<file path="src/rtl/cache_mem_req_sched_pkg.sv">
// Shared encodings for the cache-to-memory request scheduler:
// access-size codes carried on the *_type buses and the read FSM states.
package cache_mem_req_sched_pkg;

   localparam int ADDR_W  = 32;
   localparam int RDATA_W = 64;
   localparam int WDATA_W = 128;
   localparam int TYPE_W  = 3;
   localparam int STRB_W  = 8;

   localparam logic [TYPE_W-1:0] RD_TYPE_B1   = 3'd0;
   localparam logic [TYPE_W-1:0] RD_TYPE_B2   = 3'd1;
   localparam logic [TYPE_W-1:0] RD_TYPE_B4   = 3'd2;
   localparam logic [TYPE_W-1:0] RD_TYPE_B8   = 3'd3;
   localparam logic [TYPE_W-1:0] RD_TYPE_LINE = 3'd4;

   typedef enum logic [2:0] {
      RD_IDLE = 3'd0,
      I_ADDR  = 3'd1,
      D_ADDR  = 3'd2,
      I_DATA  = 3'd3,
      D_DATA  = 3'd4
   } rd_state_t;

endpackage

</file>
<file path="src/rtl/cache_mem_req_sched_wr_hazard_tracker.sv">
// Remembers the line of the single outstanding D-cache write and flags a
// D-cache read that targets that line until the write's B response arrives.
module wr_hazard_tracker #(
   parameter int LINE_W = 28
) (
   input  logic              clk,
   input  logic              rst,
   input  logic              wr_fire,
   input  logic [LINE_W-1:0] wr_line,
   input  logic              bdone,
   input  logic [LINE_W-1:0] rd_line,
   output logic              wr_pend,
   output logic              hazard
);

   logic [LINE_W-1:0] pend_line;

   // Pending flag: set on accept, cleared by the B response (never both at once).
   always_ff @(posedge clk) begin
      if (rst) begin
         wr_pend <= 1'b0;
      end else if (wr_fire) begin
         wr_pend <= 1'b1;
      end else if (bdone) begin
         wr_pend <= 1'b0;
      end
   end

   // Captured line address; only meaningful while wr_pend is set, so no reset.
   always_ff @(posedge clk) begin
      if (wr_fire) begin
         pend_line <= wr_line;
      end
   end

   // Same-line compare against the outstanding write.
   always_comb begin
      hazard = wr_pend && (rd_line == pend_line);
   end

endmodule

</file>
<file path="src/rtl/cache_mem_req_sched.sv">
// Merges I-cache and D-cache reads onto one downstream read port (D priority
// with I anti-starvation) and forwards D-cache writes to the write port,
// holding back same-line D reads while a write is still unacknowledged.
module cache_mem_req_sched
   import cache_mem_req_sched_pkg::*;
#(
   parameter int STARVE_MAX = 8,
   parameter int LINE_OFS   = 4
) (
   input  logic               clk,
   input  logic               rst,
   input  logic               ic_rd_req,
   input  logic [ADDR_W-1:0]  ic_rd_addr,
   input  logic [TYPE_W-1:0]  ic_rd_type,
   output logic               ic_rd_ready,
   output logic [RDATA_W-1:0] ic_rdata,
   output logic               ic_rlast,
   output logic               ic_rvalid,
   input  logic               dc_rd_req,
   input  logic [ADDR_W-1:0]  dc_rd_addr,
   input  logic [TYPE_W-1:0]  dc_rd_type,
   output logic               dc_rd_ready,
   output logic [RDATA_W-1:0] dc_rdata,
   output logic               dc_rlast,
   output logic               dc_rvalid,
   input  logic               dc_wr_req,
   input  logic [ADDR_W-1:0]  dc_wr_addr,
   input  logic [WDATA_W-1:0] dc_wdata,
   input  logic [TYPE_W-1:0]  dc_wr_type,
   input  logic [STRB_W-1:0]  dc_wstrb,
   output logic               dc_wr_ready,
   output logic               dn_rd_req,
   output logic [ADDR_W-1:0]  dn_rd_addr,
   output logic [TYPE_W-1:0]  dn_rd_type,
   input  logic               dn_rd_ready,
   input  logic [RDATA_W-1:0] dn_rdata,
   input  logic               dn_rlast,
   input  logic               dn_rvalid,
   output logic               dn_wr_req,
   output logic [ADDR_W-1:0]  dn_wr_addr,
   output logic [WDATA_W-1:0] dn_wdata,
   output logic [TYPE_W-1:0]  dn_wr_type,
   output logic [STRB_W-1:0]  dn_wstrb,
   input  logic               dn_wr_ready,
   input  logic               dn_wr_bdone
);

   localparam int CNT_W  = $clog2(STARVE_MAX + 1);
   localparam int LINE_W = ADDR_W - LINE_OFS;

   rd_state_t  state, next_state;
   logic [CNT_W-1:0] starve_cnt;
   logic       wr_pend, hazard, grant_d, grant_i;

   wr_hazard_tracker #(.LINE_W(LINE_W)) u_hazard (
      .clk     (clk),
      .rst     (rst),
      .wr_fire (dc_wr_req && dc_wr_ready),
      .wr_line (dc_wr_addr[ADDR_W-1:LINE_OFS]),
      .bdone   (dn_wr_bdone),
      .rd_line (dc_rd_addr[ADDR_W-1:LINE_OFS]),
      .wr_pend (wr_pend),
      .hazard  (hazard)
   );

   // Idle-state arbitration: D wins unless blocked or I has waited too long.
   always_comb begin
      grant_d = (state == RD_IDLE) && dc_rd_req && !hazard &&
                (!ic_rd_req || (starve_cnt < CNT_W'(STARVE_MAX)));
      grant_i = (state == RD_IDLE) && ic_rd_req && !grant_d;
   end

   // Read FSM state register.
   always_ff @(posedge clk) begin
      if (rst) state <= RD_IDLE;
      else     state <= next_state;
   end

   // Read FSM transitions.
   always_comb begin
      next_state = state;
      case (state)
         RD_IDLE: begin
            if (grant_d)      next_state = D_ADDR;
            else if (grant_i) next_state = I_ADDR;
         end
         I_ADDR: begin
            if (!ic_rd_req)       next_state = RD_IDLE;
            else if (dn_rd_ready) next_state = I_DATA;
         end
         D_ADDR: begin
            if (!dc_rd_req)       next_state = RD_IDLE;
            else if (dn_rd_ready) next_state = D_DATA;
         end
         I_DATA, D_DATA: begin
            if (dn_rvalid && dn_rlast) next_state = RD_IDLE;
         end
         default: next_state = RD_IDLE;
      endcase
   end

   // Read-side outputs: only the current owner is connected downstream.
   always_comb begin
      dn_rd_req   = 1'b0;
      dn_rd_addr  = '0;
      dn_rd_type  = '0;
      ic_rd_ready = 1'b0;
      dc_rd_ready = 1'b0;
      ic_rdata    = '0;
      ic_rlast    = 1'b0;
      ic_rvalid   = 1'b0;
      dc_rdata    = '0;
      dc_rlast    = 1'b0;
      dc_rvalid   = 1'b0;
      case (state)
         I_ADDR: begin
            dn_rd_req   = ic_rd_req;
            dn_rd_addr  = ic_rd_addr;
            dn_rd_type  = ic_rd_type;
            ic_rd_ready = dn_rd_ready;
         end
         D_ADDR: begin
            dn_rd_req   = dc_rd_req;
            dn_rd_addr  = dc_rd_addr;
            dn_rd_type  = dc_rd_type;
            dc_rd_ready = dn_rd_ready;
         end
         I_DATA: begin
            ic_rdata  = dn_rdata;
            ic_rlast  = dn_rlast;
            ic_rvalid = dn_rvalid;
         end
         D_DATA: begin
            dc_rdata  = dn_rdata;
            dc_rlast  = dn_rlast;
            dc_rvalid = dn_rvalid;
         end
         default: ;
      endcase
   end

   // Anti-starvation count of D grants taken while I was waiting.
   always_ff @(posedge clk) begin
      if (rst) begin
         starve_cnt <= '0;
      end else if (state == RD_IDLE) begin
         if (!ic_rd_req || grant_i) begin
            starve_cnt <= '0;
         end else if (grant_d && (starve_cnt != CNT_W'(STARVE_MAX))) begin
            starve_cnt <= starve_cnt + 1'b1;
         end
      end
   end

   // Write path is a straight pass-through, throttled to one outstanding write.
   always_comb begin
      dn_wr_req   = dc_wr_req && !wr_pend;
      dn_wr_addr  = dc_wr_addr;
      dn_wdata    = dc_wdata;
      dn_wr_type  = dc_wr_type;
      dn_wstrb    = dc_wstrb;
      dc_wr_ready = dn_wr_ready && !wr_pend;
   end

endmodule

</file>
<file path="config.mk">
export PLATFORM = sky130hd
export DESIGN_NAME = cache_mem_req_sched
export DESIGN_NICKNAME = d
export VERILOG_FILES = /design/src/rtl/cache_mem_req_sched_pkg.sv /design/src/rtl/cache_mem_req_sched_wr_hazard_tracker.sv /design/src/rtl/cache_mem_req_sched.sv
export SDC_FILE = /design/constraint.sdc
export NUM_CORES = 1
export LEC_CHECK = 0
export CORE_AREA = 2 2 259 261
export CTS_BUF_LIST = sky130_fd_sc_hd__clkbuf_4 sky130_fd_sc_hd__clkbuf_8
export CTS_CLUSTER_DIAMETER = 50
export DETAILED_ROUTE_END_ITERATION = 16
export DIE_AREA = 0 0 261 263
export GPL_TIMING_DRIVEN = 1
export HOLD_SLACK_MARGIN = 0.1
export PLACE_DENSITY_LB_ADDON = 0.12
export SKIP_LAST_GASP = 1
export SYNTH_ARGS = -nofsm -noshare
export SYNTH_HDL_FRONTEND = slang
export SYNTH_SLANG_ARGS = --single-unit
</file>
<file path="constraint.sdc">
create_clock -name clk -period 1.87 [get_ports clk]
set_input_delay 0.374 -clock clk [delete_from_list [all_inputs] [get_ports clk]]
set_output_delay 0.374 -clock clk [all_outputs]
set_load 0.02 [all_outputs]
</file>
=== After elaboration in Yosys (flattened, before gate mapping) ===
Index checks and enable logic that the tools add are counted.

* Muxes and demuxes: 23
* Add/subtract/negate cells: 1
* $lt $le $gt $ge: 1
* Equality and inequality tests: 10
* Reduce and logical (&&, ||, !) cells: 23

{| class="wikitable"
|+ Operators with widths
! kind !! number
|-
| 64-bit two-way mux || 2
|-
| 32-bit one-hot mux with 2 select lines || 1
|-
| 28-bit equality test || 1
|-
| 3-bit two-way mux || 7
|-
| 3-bit one-hot mux with 4 select lines || 1
|-
| 1-bit logical AND || 11
|-
| 3-bit != test (second input constant) || 3
|-
| 1-bit two-way mux || 8
|-
| 4-bit two-way mux || 2
|-
| 3-bit by 2-bit equality test with 1-bit output (second input constant) || 2
|-
| 3-bit one-hot mux with 2 select lines || 1
|-
| 4-bit by 1-bit adder with 4-bit output (second input constant) || 1
|-
| 1-bit zero test || 4
|-
| 4-bit < comparator (second input constant) || 1
|-
| 4-bit != test (second input constant) || 1
|-
| 4-bit AND reduction || 1
|-
| 2-bit nonzero test || 2
|-
| 3-bit by 1-bit equality test with 1-bit output (second input constant) || 1
|-
| 3-bit equality test (second input constant) || 1
|-
| 3-bit zero test || 1
|-
| 1-bit logical OR || 2
|-
| 2-bit != test (second input constant) || 1
|-
| 1-bit one-hot mux with 2 select lines || 1
|-
| 2-bit AND reduction || 1
|-
| 2-bit OR reduction || 1
|}

* Register bits after elaboration: 36
* Input port bits: 315
* Word-level logic and storage cells: 62
* Output and inout bits: 343

=== Logic depth before layout (Yosys ltp) ===
* Word-level depth: 10
* Gate-level depth with buffers: 6
* Mapped depth without buffers: 5

=== Hierarchy ===
From an unflattened synthesis, not the netlist that was laid out.

* Cells, all modules: 488
* Area, all modules: 4174.0 sq um

{| class="wikitable"
|+ Modules (own cells, without submodules)
! module !! seq. area each (sq um) !! instances !! area an instance (sq um) !! cells an instance
|-
| cache_mem_req_sched || 140.1 || 1 || 2989.1 || 418
|-
| wr_hazard_tracker || 860.8 || 1 || 1184.9 || 70
|}

=== Worst setup path after synthesis ===
No wires, ideal clock.

* Path type: input port to flip-flop
* Start point: input dc_wr_req
* End point: register u_hazard.pend_line[0], enable pin
* Library setup time: 388 ps
* Path buffers: 0
* Required time: 1482 ps
* Slack: -54 ps
* Cell stages on the path: 2
* Arrival: 1536 ps
* Path through: nor2b_1 -> and2_1

* Cells in the longest elaborated chain, start to end: 1

{| class="wikitable"
|+ RTL lines
! element !! line !! text
|-
| from (decl) || cache_mem_req_sched.sv:26 || <nowiki>input logic dc_wr_req,</nowiki>
|-
| 1-bit logical AND || cache_mem_req_sched.sv:58 || <nowiki>.wr_fire (dc_wr_req && dc_wr_ready),</nowiki>
|-
| net u_hazard.wr_fire || cache_mem_req_sched_wr_hazard_tracker.sv:8 || <nowiki>input logic wr_fire,</nowiki>
|-
| to (signal assigned) || cache_mem_req_sched_wr_hazard_tracker.sv:32 || <nowiki>pend_line <= wr_line;</nowiki>
|-
| to (decl) || cache_mem_req_sched_wr_hazard_tracker.sv:16 || <nowiki>logic [LINE_W-1:0] pend_line;</nowiki>
|}

The timed path passes the listed nets, and every way through them passes these cells.
A chain may end at the register's enable or synchronous reset.

=== Final worst setup path ===
* Start point: register state[2]
* End point: output dn_rd_addr[12]

* Cells in the longest elaborated chain, start to end: 2

{| class="wikitable"
|+ RTL lines
! element !! line !! text
|-
| from (decl) || cache_mem_req_sched.sv:51 || <nowiki>rd_state_t state, next_state;</nowiki>
|-
| from (signal assigned) || cache_mem_req_sched.sv:76 || <nowiki>else state <= next_state;</nowiki>
|-
| 3-bit by 2-bit equality test with 1-bit output or 3-bit by 1-bit equality test with 1-bit output (tied branches) || cache_mem_req_sched.sv:115 || <nowiki>case (state)</nowiki>
|-
| 32-bit one-hot mux with 2 select lines * || cache_mem_req_sched.sv:115 ||
|-
| to (decl) || cache_mem_req_sched.sv:33 || <nowiki>output logic [ADDR_W-1:0] dn_rd_addr,</nowiki>
|}

Every way passes the cells marked *; elsewhere a longest branch is shown, timed or not.

==> reports/summary.txt <==
SYNTH
----------------------------------------------------------------------------------------
Per-instance average area after synthesis .................................  8.554 sq um
Cell area after synthesis .................................................   4252 sq um
Flops & latches, synth ....................................................           36
Part of the Yosys area used for sequential elements .......................       23.54%
Predominant post-synthesis flop cell ...................................... sky130_fd_sc_hd__edfxtp_1
Post-synth net total ......................................................          814
Number of instances in the synthesized netlist ............................          497
Post-synth EDFFs ..........................................................           28
Yosys warns ...............................................................            0
Number of distinct standard cells referenced by the synthesized netlist ...           41
Post-synthesis async set-or-reset flop share ..............................           0%

WORST SETUP PATH
----------------------------------------------------------------------------------------
CP endpoint kind ..........................................................   output pin
Crit path arrival time ....................................................      1.92 ns
Register-to-register setup slack ..........................................     -0.15 ns
WP buf/inv ................................................................            8
Critical path type ........................................................ flop to output pin
Crit-path most repeated cell .............................................. sky130_fd_sc_hd__buf_6
Data required time at the worst endpoint ..................................      1.50 ns
Worst setup SP type .......................................................         flop
CP delay by family, top ................................................... buffers and inverters
Cells along the critical path ............................................. buf_6 -> buf_6 -> nor3b_4 -> buf_12 -> buf_16 -> buf_4 -> buf_12 -> buf_4 -> a22o_1 -> buf_6
Crit-path max FO ..........................................................            4
Biggest cell delay along the critical path ................................      0.33 ns
Reg2reg start .............................................................     state[2]
Reg2reg path depth ........................................................           12
Library cell contributing the largest single delay on the critical path ... sky130_fd_sc_hd__dfxtp_2
Worst r2r dst .............................................................     state[1]

CELLS AND AREA
----------------------------------------------------------------------------------------
Leading cell type in the layout, fill and taps excluded ................... sky130_fd_sc_hd__buf_6
Area added between synthesis and finish ...................................       150.7%
Number of nets in the layout ..............................................        1,181
Share of post-route cells with drive strength above 1 .....................       59.19%
Commonest non-fill, non-tap cells in the layout ........................... 188 x sky130_fd_sc_hd__buf_6, 160 x sky130_fd_sc_hd__clkdlybuf4s50_1, 120 x sky130_fd_sc_hd__and2_4

ROUTING
----------------------------------------------------------------------------------------
Post-detailed-route DRC marker count ......................................            0
Number of iterations in the first detailed-routing pass ...................            3
Starting DRC count in detailed routing ....................................           94
Number of antenna-violating nets in the routed design .....................            0
Wire length per cell ...................................................... 19.21 microns
Routed via count ..........................................................        4,881
Detail-routed via count per cell ..........................................        2.820
Aggregate routed wire length .............................................. 33,250 microns

FLOORPLAN
----------------------------------------------------------------------------------------
Die outline width .........................................................  261 microns
Starting density of the core ..............................................       6.478%
DIE HEIGHT ................................................................  263 microns
Row cnt ...................................................................           94
Core Region ............................................................... 65,630 sq um
Number of ports placed on the die boundary ................................          658
Die outline area .......................................................... 68,640 sq um

GRT
----------------------------------------------------------------------------------------
Residual overflow from global routing .....................................            0
Pin count of the biggest net entering global routing ......................           30
Global-route wire length before repair .................................... 42,000 microns
Vias in the first global route ............................................        5,186
Global routing usage summed across all routing layers .....................       8.926%
Antenna violations before repair ..........................................            5

STA
----------------------------------------------------------------------------------------
Crit share post-route .....................................................       122.8%
Setup repair after global routing missed its margin .......................          yes
Final Skew ................................................................  0.002970 ns
Slew @ Worst Pin ..........................................................    0.4758 ns
Hold Fails Final Rpt ......................................................            0
Final Critical Period .....................................................     2.296 ns
Maximum clock frequency ...................................................    435.5 MHz
Worst hold slack after final layout .......................................    0.5162 ns
Number of endpoints failing setup at the final stage ......................          171
Pins Over Slew Limit ......................................................            0
Fin Setup TNS .............................................................    -42.41 ns
Relative slew margins .....................................................       68.17%
Final setup margin ........................................................   -0.4264 ns

WORST HOLD PATH
----------------------------------------------------------------------------------------
Worst-case hold path end point ............................................ starve_cnt[2]
Worst Hold Path Cells .....................................................            2
Worst hold path class ..................................................... flop to flop
Worst min-delay path startpoint ........................................... starve_cnt[2]

CLOCK TREE
----------------------------------------------------------------------------------------
Worst-skew pair later-pin latency .........................................      0.32 ns
Clock buffers created by TritonCTS ........................................            5
Htree depth ...............................................................            2
Maximum count of clock buffers along a single path ........................            2
Clock root buffer ......................................................... sky130_fd_sc_hd__clkbuf_8
TritonCTS clock tree ......................................................          yes
Clock Sink Count ..........................................................           36
Worst-path clk slew .......................................................      0.08 ns
Hold Buf Count CTS ........................................................            0

PLACE
----------------------------------------------------------------------------------------
Worst setup slack after placement .........................................   -0.7819 ns
GPL Wtd Cong ..............................................................       0.6684
Total half-perimeter wirelength after legalization and detailed placement . 25,200 microns
Input/output buffers ......................................................          371

FLOW RUN
----------------------------------------------------------------------------------------
Count of max-cap constraint violations ....................................            0

OUTCOME
----------------------------------------------------------------------------------------
Outcome ................................................................... complete, but fails checks
Violations in the final reports ........................................... negative setup slack

POWER AND IR DROP
----------------------------------------------------------------------------------------
Leakage power figure ......................................................     4.556 nW
Power Dens Cells .......................................................... 364.5 nW/um^2
Worst IR drop on VDD ......................................................     273.0 uV

[through the flow]
| stage | utilization, % | area, sq um | total power, mW | cells |
|---|---|---|---|---|
| 4_1_cts | 14.94 | 9806 | 3.841 | 1707 |
| 2_1_floorplan | - | 4253 | 1.985 | 497 |
| 6_report | 16.24 | 10660 | 3.885 | 1731 |
| 3_3_place_gp | 13.16 | 8636 | 2.700 | 1633 |
| 5_1_grt | 16.24 | 10660 | 4.105 | 1730 |
| 3_5_place_dp | 13.16 | 8636 | 2.679 | 1633 |
[cells in the mapped netlist (2+ instances only)]
cell	instances	area share (%)
sky130_fd_sc_hd__buf_4	172	30
sky130_fd_sc_hd__and2_1	135	20
sky130_fd_sc_hd__a22o_1	34	7.0
sky130_fd_sc_hd__edfxtp_1	28	20
sky130_fd_sc_hd__xor2_1	27	5.6
sky130_fd_sc_hd__clkbuf_1	12	1.1
sky130_fd_sc_hd__buf_2	8	0.94
sky130_fd_sc_hd__dfxtp_1	8	3.8
sky130_fd_sc_hd__nor4_1	8	1.2
sky130_fd_sc_hd__inv_1	6	0.53
sky130_fd_sc_hd__nand2_1	4	0.35
sky130_fd_sc_hd__or3_1	4	0.59
sky130_fd_sc_hd__a21oi_1	3	0.35
sky130_fd_sc_hd__buf_1	3	0.26
sky130_fd_sc_hd__nand3b_1	3	0.53
sky130_fd_sc_hd__nand4_1	3	0.44
sky130_fd_sc_hd__nor2_1	3	0.26
sky130_fd_sc_hd__nor2b_1	3	0.44
sky130_fd_sc_hd__nor3_1	3	0.35
sky130_fd_sc_hd__nor4_2	3	0.88
sky130_fd_sc_hd__a311oi_1	2	0.41
sky130_fd_sc_hd__ha_1	2	0.59
sky130_fd_sc_hd__nand3_1	2	0.24
sky130_fd_sc_hd__nor3b_2	2	0.59
sky130_fd_sc_hd__o2111ai_1	2	0.41
sky130_fd_sc_hd__o21ai_0	2	0.24
[area by class of cell]
cell class	instances	area [sq um]
fillers	7387	54970
flip-flops and latches	36	1010
clock inverters	3	42.54
multi-input cells	260	2327
repair buffers	555	6098
well taps	864	1081
inverters	6	25.02
clock buffers	5	68.82
diodes	2	5.005
[worst max path at each step]
stage / start / end / slack, ns / cells past startpoint
6_report: state[2] / dn_rd_addr[12] / -0.43 / 10
3_3_place_gp: dc_rd_addr[22] / starve_cnt[0] / -0.72 / 6
5_1_grt: state[2] / dn_rd_addr[12] / -0.49 / 10
4_1_cts: state[0] / dc_rdata[21] / -0.66 / 6
2_1_floorplan: state[0] / dn_rd_addr[0] / 0.11 / 5
3_5_place_dp: dc_rd_addr[6] / starve_cnt[1] / -0.78 / 6
[worst min-delay path, delay by kind of cell (launching register included)]
family | cells | cell delay (ns)
DFF | 1 | 0.34
and+or+nand+nor | 1 | 0.07
AOI/OAI and AO/OA | 1 | 0.06
[repair_timing]
action | CTS | global route
pin swaps | 48 | 47
setup endpoints to repair | 194 | 186
setup buffers | 60 | 29
gates resized for setup | 597 | 497
cloned | 7 | 6
[power by group]
group | switching [mW] | total, mW | internal (mW) | leakage (nW)
Sequential | 0.0272 | 0.931 | 0.904 | 0.328
Combinational | 0.931 | 2.21 | 1.28 | 4.17
Clock | 0.344 | 0.739 | 0.395 | 0.0542
Total | 1.30 | 3.89 | 2.58 | 4.56
[per-layer routing]
metal	global-route usage [%]	share of wire (%)	wire length (microns)	vias to the layer above
li1	-	-	-	2221
met1	9.328	35	11620	2213
met2	16.23	52	17170	359
met3	3.312	9.8	3249	82
met4	3.102	3.0	1012	6
met5	0	0.60	200	-
[flip-flops by register name (all words and copies together) (netlist names)]
signal	cells
u_hazard.pend_line	28
starve_cnt	4
state	3
u_hazard.wr_pend	1
[kinds of logic after synthesis]
group,Yosys count,synth area share [%]
multiplexers,1,0.2354
flip-flops,36,23.54
adder cells (fa/ha/maj),2,0.5885
AO/OA/AOI/OAI,52,10.15
XOR/XNOR,28,5.768
AND/OR/NAND/NOR,177,26.54
buffers and inverters,201,33.17
Power figures use the tool's default switching activity.
